File: src/rtl/snn_sched_pkg.sv
// Shared types for the SNN timestep scheduler.
// FSM state encoding and spike-sign constants.
package snn_sched_pkg;

  typedef enum logic [2:0] {
    IDLE,
    CLEAR,
    ACCUM,
    FIRE,
    DONE
  } sched_state_e;

  localparam logic SPIKE_POS = 1'b0;
  localparam logic SPIKE_NEG = 1'b1;

endpackage

File: src/rtl/snn_timestep_scheduler_arb.sv
// rr_arbiter: round-robin grant over N requesters.
// Ports: req, advance -> one-hot grant, grant_idx, ptr.
module rr_arbiter #(
  parameter int N  = 4,
  parameter int IW = $clog2(N)
) (
  input  logic          clk,
  input  logic          rst_n,
  input  logic [N-1:0]  req,
  input  logic          advance,
  output logic [N-1:0]  grant,
  output logic [IW-1:0] grant_idx,
  output logic [IW-1:0] ptr
);

  int   k;
  logic found;

  // first requester at or after ptr, wrapping
  always_comb begin
    grant     = '0;
    grant_idx = '0;
    found     = 1'b0;
    k         = 0;
    for (int off = 0; off < N; off++) begin
      k = int'(ptr) + off;
      if (k >= N) k = k - N;
      if (!found && req[k]) begin
        found     = 1'b1;
        grant[k]  = 1'b1;
        grant_idx = IW'(k);
      end
    end
  end

  always_ff @(posedge clk or negedge rst_n) begin
    if (!rst_n) begin
      ptr <= '0;
    end else if (advance) begin
      if (grant_idx == IW'(N - 1)) ptr <= '0;
      else                         ptr <= grant_idx + 1'b1;
    end
  end

endmodule

File: src/rtl/snn_timestep_scheduler.sv
// Timestep scheduler: event arbitration, clear/fire/done sequencing.
// Optional acc_ready backpressure via SCHED_BACKPRESSURE_EN.
module snn_timestep_scheduler
  import snn_sched_pkg::*;
#(
  parameter  int N_REQ       = 4,
  parameter  int N_TIMESTEPS = 16,
  parameter  int FIRE_CYCLES = 2,
  localparam int IDX_W       = $clog2(N_REQ),
  localparam int TS_W        = $clog2(N_TIMESTEPS + 1)
) (
  input  logic             clk,
  input  logic             rst_n,
  input  logic             start,
  input  logic [N_REQ-1:0] req_valid,
  input  logic [N_REQ-1:0] req_neg,
  output logic [N_REQ-1:0] req_ready,
  input  logic             step_end,
`ifdef SCHED_BACKPRESSURE_EN
  input  logic             acc_ready,
`endif
  output logic             acc_valid,
  output logic [IDX_W-1:0] acc_idx,
  output logic             acc_neg,
  output logic             clear_en,
  output logic             fire_en,
  output logic [TS_W-1:0]  timestep,
  output logic             busy,
  output logic             done
);

  localparam int FC_W = $clog2(FIRE_CYCLES + 1);

  sched_state_e     state, state_nx;
  logic             step_seen;
  logic             step_hit;
  logic [FC_W-1:0]  fire_cnt;
  logic             fire_last;
  logic             last_step;
  logic             stall;
  logic             xfer;
  logic [N_REQ-1:0] arb_req;
  logic [N_REQ-1:0] grant;
  logic [IDX_W-1:0] grant_idx;
  logic [IDX_W-1:0] rr_ptr;

`ifdef SCHED_BACKPRESSURE_EN
  assign stall = acc_valid & ~acc_ready;
`else
  assign stall = 1'b0;
`endif

  assign arb_req   = (state == ACCUM && !stall) ? req_valid : '0;
  assign req_ready = grant;
  assign xfer      = |grant;
  assign step_hit  = step_seen | step_end;
  assign fire_last = fire_cnt == FC_W'(FIRE_CYCLES - 1);
  assign last_step = timestep == TS_W'(N_TIMESTEPS - 1);

  rr_arbiter #(
    .N  (N_REQ),
    .IW (IDX_W)
  ) u_arb (
    .clk       (clk),
    .rst_n     (rst_n),
    .req       (arb_req),
    .advance   (xfer),
    .grant     (grant),
    .grant_idx (grant_idx),
    .ptr       (rr_ptr)
  );

  always_comb begin
    state_nx = state;
    clear_en = 1'b0;
    fire_en  = 1'b0;
    done     = 1'b0;
    busy     = 1'b1;
    unique case (state)
      IDLE: begin
        busy = 1'b0;
        if (start) state_nx = CLEAR;
      end
      CLEAR: begin
        clear_en = 1'b1;
        state_nx = ACCUM;
      end
      ACCUM: begin
        // no pending events and no unaccepted accumulate left
        if (step_hit && req_valid == '0 && !stall)
          state_nx = FIRE;
      end
      FIRE: begin
        fire_en = 1'b1;
        if (fire_last) state_nx = last_step ? DONE : ACCUM;
      end
      DONE: begin
        done     = 1'b1;
        state_nx = IDLE;
      end
      default: state_nx = IDLE;
    endcase
  end

  always_ff @(posedge clk or negedge rst_n) begin
    if (!rst_n) begin
      state     <= IDLE;
      step_seen <= 1'b0;
      fire_cnt  <= '0;
      timestep  <= '0;
    end else begin
      state <= state_nx;
      if (state == ACCUM && state_nx == ACCUM) step_seen <= step_hit;
      else                                     step_seen <= 1'b0;
      if (state == FIRE && !fire_last) fire_cnt <= fire_cnt + 1'b1;
      else                             fire_cnt <= '0;
      if (state == FIRE && fire_last && !last_step)
        timestep <= timestep + 1'b1;
      else if (state == DONE)
        timestep <= '0;
    end
  end

  always_ff @(posedge clk or negedge rst_n) begin
    if (!rst_n) begin
      acc_valid <= 1'b0;
      acc_idx   <= '0;
      acc_neg   <= SPIKE_POS;
    end else begin
      if (xfer) begin
        acc_valid <= 1'b1;
        acc_idx   <= grant_idx;
        acc_neg   <= req_neg[grant_idx];
      end
`ifdef SCHED_BACKPRESSURE_EN
      else if (acc_ready) begin
        acc_valid <= 1'b0;
      end
`else
      else begin
        acc_valid <= 1'b0;
      end
`endif
    end
  end

endmodule

File: config.mk
export PLATFORM = sky130hd
export DESIGN_NAME = snn_timestep_scheduler
export DESIGN_NICKNAME = d
export VERILOG_FILES = /design/src/rtl/snn_sched_pkg.sv /design/src/rtl/snn_timestep_scheduler_arb.sv /design/src/rtl/snn_timestep_scheduler.sv
export SDC_FILE = /design/constraint.sdc
export NUM_CORES = 1
export LEC_CHECK = 0
export CORE_ASPECT_RATIO = 0.75
export CORE_MARGIN = 8
export CORE_UTILIZATION = 45
export CTS_CLUSTER_DIAMETER = 200
export DETAILED_ROUTE_END_ITERATION = 12
export PLACE_DENSITY = 0.81
export SYNTH_ARGS = -nofsm -noshare
export SYNTH_HDL_FRONTEND = slang
export SYNTH_SLANG_ARGS = --single-unit
export TNS_END_PERCENT = 20
File: constraint.sdc
create_clock -name clk -period 6.82 [get_ports clk]
set_input_delay 1.364 -clock clk [delete_from_list [all_inputs] [get_ports clk]]
set_output_delay 1.364 -clock clk [all_outputs]
set_load 0.05 [all_outputs]
## Yosys cells after proc, flatten, opt, wreduce, memory -nomap -nowiden

Index checks and enable logic that the tools add are counted.

| word-level totals | value |
|---|---|
| register bits | 17 |
| input port bits | 12 |
| output and inout port bits | 17 |
| logic and storage cells | 117 |

| cells by class | value |
|---|---|
| add/sub/neg operators | 10 |
| $lt $le $gt $ge | 13 |
| eq/ne operators | 8 |
| muxes and demuxes | 53 |
| bitwise operators | 4 |
| reductions and logical operators | 21 |

Operators with widths:

| operator | number |
|---|---|
| $ge A32 B1 Y1 const B | 4 |
| $lt A32 B4 Y1 const B | 4 |
| $mux W32 | 4 |
| $ge A32 B4 Y1 const B | 3 |
| $sub A32 B4 Y32 const B | 3 |
| $mux W1 | 22 |
| $mux W4 | 5 |
| $logic_and A1 B1 Y1 | 12 |
| $mux W2 | 6 |
| $mux W3 | 4 |
| $or A4 B4 Y4 | 3 |
| $pmux W3 S4 | 1 |
| $bmux W1 S2 | 5 |
| $mux W5 | 2 |
| $eq A3 B2 Y1 const B | 3 |
| $demux W1 S2 | 4 |
| $add A2 B2 Y3 const B | 2 |
| $add A5 B1 Y5 const B | 1 |
| $eq A5 B4 Y1 const B | 1 |
| $logic_not A1 Y1 | 5 |
| $add A2 B1 Y2 const B | 2 |
| $logic_not A4 Y1 | 1 |
| $reduce_or A4 Y1 | 1 |
| $sub A2 B3 Y4 const B | 1 |
| 10 further kinds | 10 |

## Depth between registers and ports, before layout

| logic depth | value |
|---|---|
| depth after elaboration | 17 |
| mapped depth | 10 |
| depth with buffers taken out | 9 |

## Modules after synthesis

From an unflattened synthesis, not the netlist that was laid out.

| second synthesis, totals | value |
|---|---|
| cell total of the unflattened synthesis | 141 |
| area total of the unflattened synthesis | 1415.1 sq um |

Modules (own cells, without submodules):

| module | instances | cells an instance | area an instance (sq um) | sequential area each (sq um) |
|---|---|---|---|---|
| snn_timestep_scheduler | 1 | 63 | 764.5 | 375.4 |
| rr_arbiter | 1 | 78 | 650.6 | 50.0 |

## Least setup slack after synthesis

Ideal clock, no wire load.

| timing | value |
|---|---|
| kind | in2out |
| start point | input req_valid[2] |
| end point | output req_ready[3] |
| arrival | 3.069 ns |
| setup slack | 2.387 ns |
| stages on the path | 5 |
| path buffers | 1 |
| cells stage by stage | buf_6 > mux4_2 > or3b_2 > a21oi_1 > a221o_1 |

| on the way | value |
|---|---|
| longest elaborated chain between the ends | 14 |
| elaborated cells between the ends (all ways) | 29 |

Ends and longest elaborated chain:

| what | RTL line | source |
|---|---|---|
| from (decl) | snn_timestep_scheduler.sv:15 | `input logic [N_REQ-1:0] req_valid,` |
| $mux W4 (*) | snn_timestep_scheduler.sv:53 | `assign arb_req = (state == ACCUM && !stall) ? req_valid : '0;` |
| $bmux W1 S2 | snn_timestep_scheduler_arb.sv:28 | `if (!found && req[k]) begin` |
| $mux W1 (implied by the code) (2 in a row) | snn_timestep_scheduler_arb.sv:28 |  |
| $mux W1 | snn_timestep_scheduler_arb.sv:28 |  |
| $logic_not A1 Y1 | snn_timestep_scheduler_arb.sv:28 |  |
| $logic_and A1 B1 Y1 | snn_timestep_scheduler_arb.sv:28 |  |
| $mux W1 | snn_timestep_scheduler_arb.sv:28 |  |
| $logic_not A1 Y1 | snn_timestep_scheduler_arb.sv:28 |  |
| $logic_and A1 B1 Y1 | snn_timestep_scheduler_arb.sv:28 |  |
| $mux W1 | snn_timestep_scheduler_arb.sv:28 |  |
| $logic_not A1 Y1 | snn_timestep_scheduler_arb.sv:28 |  |
| $logic_and A1 B1 Y1 | snn_timestep_scheduler_arb.sv:28 |  |
| $mux W4 (*) | snn_timestep_scheduler_arb.sv:28 |  |
| to (decl) | snn_timestep_scheduler.sv:17 | `output logic [N_REQ-1:0] req_ready,` |

Mark *: on every way between the ends. The rest lies on a longest branch, timed or not. The select of a mux whose other input is x is not followed.

## Worst setup path in the final report

| timing | value |
|---|---|
| start point | input req_valid[3] |
| end point | output req_ready[0] |

Same word-level chain as after synthesis.

==> run metrics <==
nets 187; Tmin final 5570 ps; IO Port Bufs 28; total grt overflow 0; clock slew at reported path FFs 60 ps; starting density of the core 46.0%; Final Hold Fails 0; cell count after synthesis 134; Non-Filler Instances 200; vias in the first global route 1103; Antenna Cells 0; Skew-Pair Late Insertion Delay 250 ps; largest net degree at the start of global routing 19; hold crit path type flop to flop; clock root buffer clkbuf_8; gr busiest metal met2; WP data required 5460 ps; fin area 1650 um2; sequential share of the synthesized area 32.4%; dpl cells 196; worst vdd ir 0.287 mV; Post-DP HPWL 2270 um; PostCTS Resize Cnt 0; DRT iter0 DRCs 97; Fin Setup TNS 0 ps; clock sink total 17; power per cell area 509 nW/um2; CTS Hold Bufs 0; Clock power frac 9.0%; M2 GR Usage 20.0%; DIE AREA 4920 um2; Mapped Avg Cell Area 9.79 um2; CP max-delay cell clkdlybuf4s50_1; Std-Cell Rows 17; Reg power frac 21.9%; Post-CTS Setup Repair Bufs 0; Slew headroom 50.4%; wirelength, routed 2960 um; clock buffer count from CTS 3; met3 global-route usage 4.31%; Leakage 0.713 nW; Routed Antenna Nets 0; Max Root-Sink Buffers 2; syn nets 158; htree depth 1; CORE AREA 2850 um2; Die X 78.3 um; initial antenna violation count 0; via count 1127; part of the cycle the worst path needs 81.7%; unrepaired setup endpoints after global routing no; DR WL/cell 14.8 um; setup violators final 0; Critical Path Max Stage Delay 830 ps; Synth cell types 36; Worst Skew 7.75 ps; Max Freq 0.179 GHz; Post-DP Area 1610 um2; first-pass iteration count of the detailed router 4; DRC 0; layout cells sized above 1 11.7%; Vias/cell 5.64; crit path max fanout 11; Int Power 422 uW; grt met1 use 14.9%; CP Launch Type primary input; cell mode on critical path clkdlybuf4s50_1; Psw 421 uW; Yosys reg bits 17; CTS tree built; Placer Congestion 0.962; Warnings, synthesis 0; actual slew at the worst max-slew pin 742 ps; Switching Share 49.9%; Pins Over Slew Limit 0; Critical Path End Type primary output; status finished clean; first-pass GRT wire length 5040 um; Max-Cap Viols 0; Netlist Area Pre-Place 1310 um2; CP Cell Sequence clkdlybuf4s50_1, or3b_2, a211o_1, a21oi_1, a221o_1, clkdlybuf4s50_1; Chip Height 62.8 um; total power 843 uW; Area Growth Syn to Fin 26.1%; worst path arrival time 4210 ps; Gate power share 69.0%; number of fillers in the final layout 261; Tot GR Track Use 12.0%; IO Count 29; critical path class primary input to primary output
-- through the flow --
stage	worst slack, ps	hold WS, ps	util [%]
floorplan	2390	419	-
global placement	1340	430	56.3
detailed placement	1280	450	56.3
CTS	1270	459	58.0
global route	1150	480	58.0
finish	1250	455	58.0
-- synth_stat cells --
master      n  area (um2)
a21oi_1     6        30.0
or3b_2      3        26.3
nor4_4      1        21.3
a211oi_1    2        15.0
nor3b_1     5        37.5
clkbuf_1    1        3.75
and4_1      1        8.76
nand3b_1    2        15.0
o221ai_1    1        8.76
buf_4       1        7.51
mux2_2      7        78.8
and3b_1     2        17.5
ha_1       12         150
a221o_1     4        40.0
or4_1       1        7.51
a2111oi_2   1        15.0
or2_2       1        6.26
and3_1      2        12.5
or3b_1      3        26.3
nand2b_1    2        12.5
inv_1      13        48.8
nor3_1      3        15.0
o2111ai_1   1        8.76
mux2i_1     4        40.0
buf_6       2        22.5
nand3_1     4        20.0
or3_1       1        6.26
dfrtp_1    17         425
o21ai_0     9        45.0
a311o_1     1        10.0
nand2_1    11        41.3
nor2_1      5        18.8
a211o_1     1        8.76
mux4_2      2        45.0
o31ai_1     1        7.51
a21o_1      1        7.51
-- metal layers --
layer | share of wire [%] | wire, um
met4 | 0.40 | 12
met1 | 43 | 1280
met5 | 0 | 0
met3 | 6.2 | 183
met2 | 50 | 1490
-- cells by family after synthesis --
logic type               count (synthesis)  share of synthesized area [%]
AND/OR/NAND/NOR                         47                           22.3
AO/OA/AOI/OAI                           28                           15.0
buffers and inverters                   17                           6.30
flip-flops                              17                           32.4
multiplexers                            13                           12.5
adder cells (fa/ha/maj)                 12                           11.5
-- cell usage in the layout, fill, tap and decap left out, types with 2 or more instances in the layout --
cell             instances
nand3_1                  4
inv_1                   13
nor3b_1                  5
or3b_1                   3
a21oi_1                  6
mux2_2                   7
clkdlybuf4s50_1         28
o21ai_0                  9
mux4_2                   2
a221o_1                  4
and3b_1                  2
and3_1                   2
nand2b_1                 2
ha_1                    12
nor3_1                   3
nand2_1                 11
dfrtp_1                 17
nand3b_1                 2
clkbuf_8                 3
or3b_2                   3
nor2_1                   5
a211oi_1                 2
mux2i_1                  4
-- layout make-up --
type | instances | area (um2) | area share, %
multi-input combinational | 100 | 803 | 48.6
sequential | 17 | 425 | 25.7
timing repair buffer | 28 | 280 | 16.9
inverter | 13 | 48.8 | 2.95
tap | 38 | 47.5 | 2.87
clock buffer | 3 | 41.3 | 2.50
clock inverter | 1 | 7.51 | 0.454
-- power groups by stage --
stage	Sequential (mW)	Combinational, mW	Clock (mW)
detailed placement	0.186	0.582	0
global placement	0.183	0.564	0
CTS	0.185	0.585	0.0784
floorplan	0.235	0.380	0
global route	0.192	0.626	0.0820
finish	0.185	0.582	0.0761
-- sequential cells by signal (all words and copies together), names as in the netlist --
register,count
timestep,5
acc_neg,1
acc_idx,2
step_seen,1
state,3
acc_valid,1
u_arb.ptr,2
fire_cnt,2
-- final timing paths --
check / from / endpoint / slack (ps) / cells after the start
worst max-delay path: req_valid[3] / req_ready[0] / 1250 / 6
worst min-delay path: fire_cnt[0] / fire_cnt[0] / 460 / 1
worst max register to register: u_arb.ptr[0] / acc_neg / 3420 / 8
worst min register to register: fire_cnt[0] / fire_cnt[0] / 460 / 1
max in group asynchronous: rst_n / state[0] / 4800 / 1
min in group asynchronous: rst_n / timestep[1] / 1550 / 1
-- critical path: cells and delay by family --
| family | cells | cell delay [ps] |
|---|---|---|
| buffers and inverters | 2 | 1480 |
| AO/OA/AOI/OAI | 3 | 880 |
| AND/OR/NAND/NOR | 1 | 470 |
Note: power is estimated with default switching activity, not from simulation.
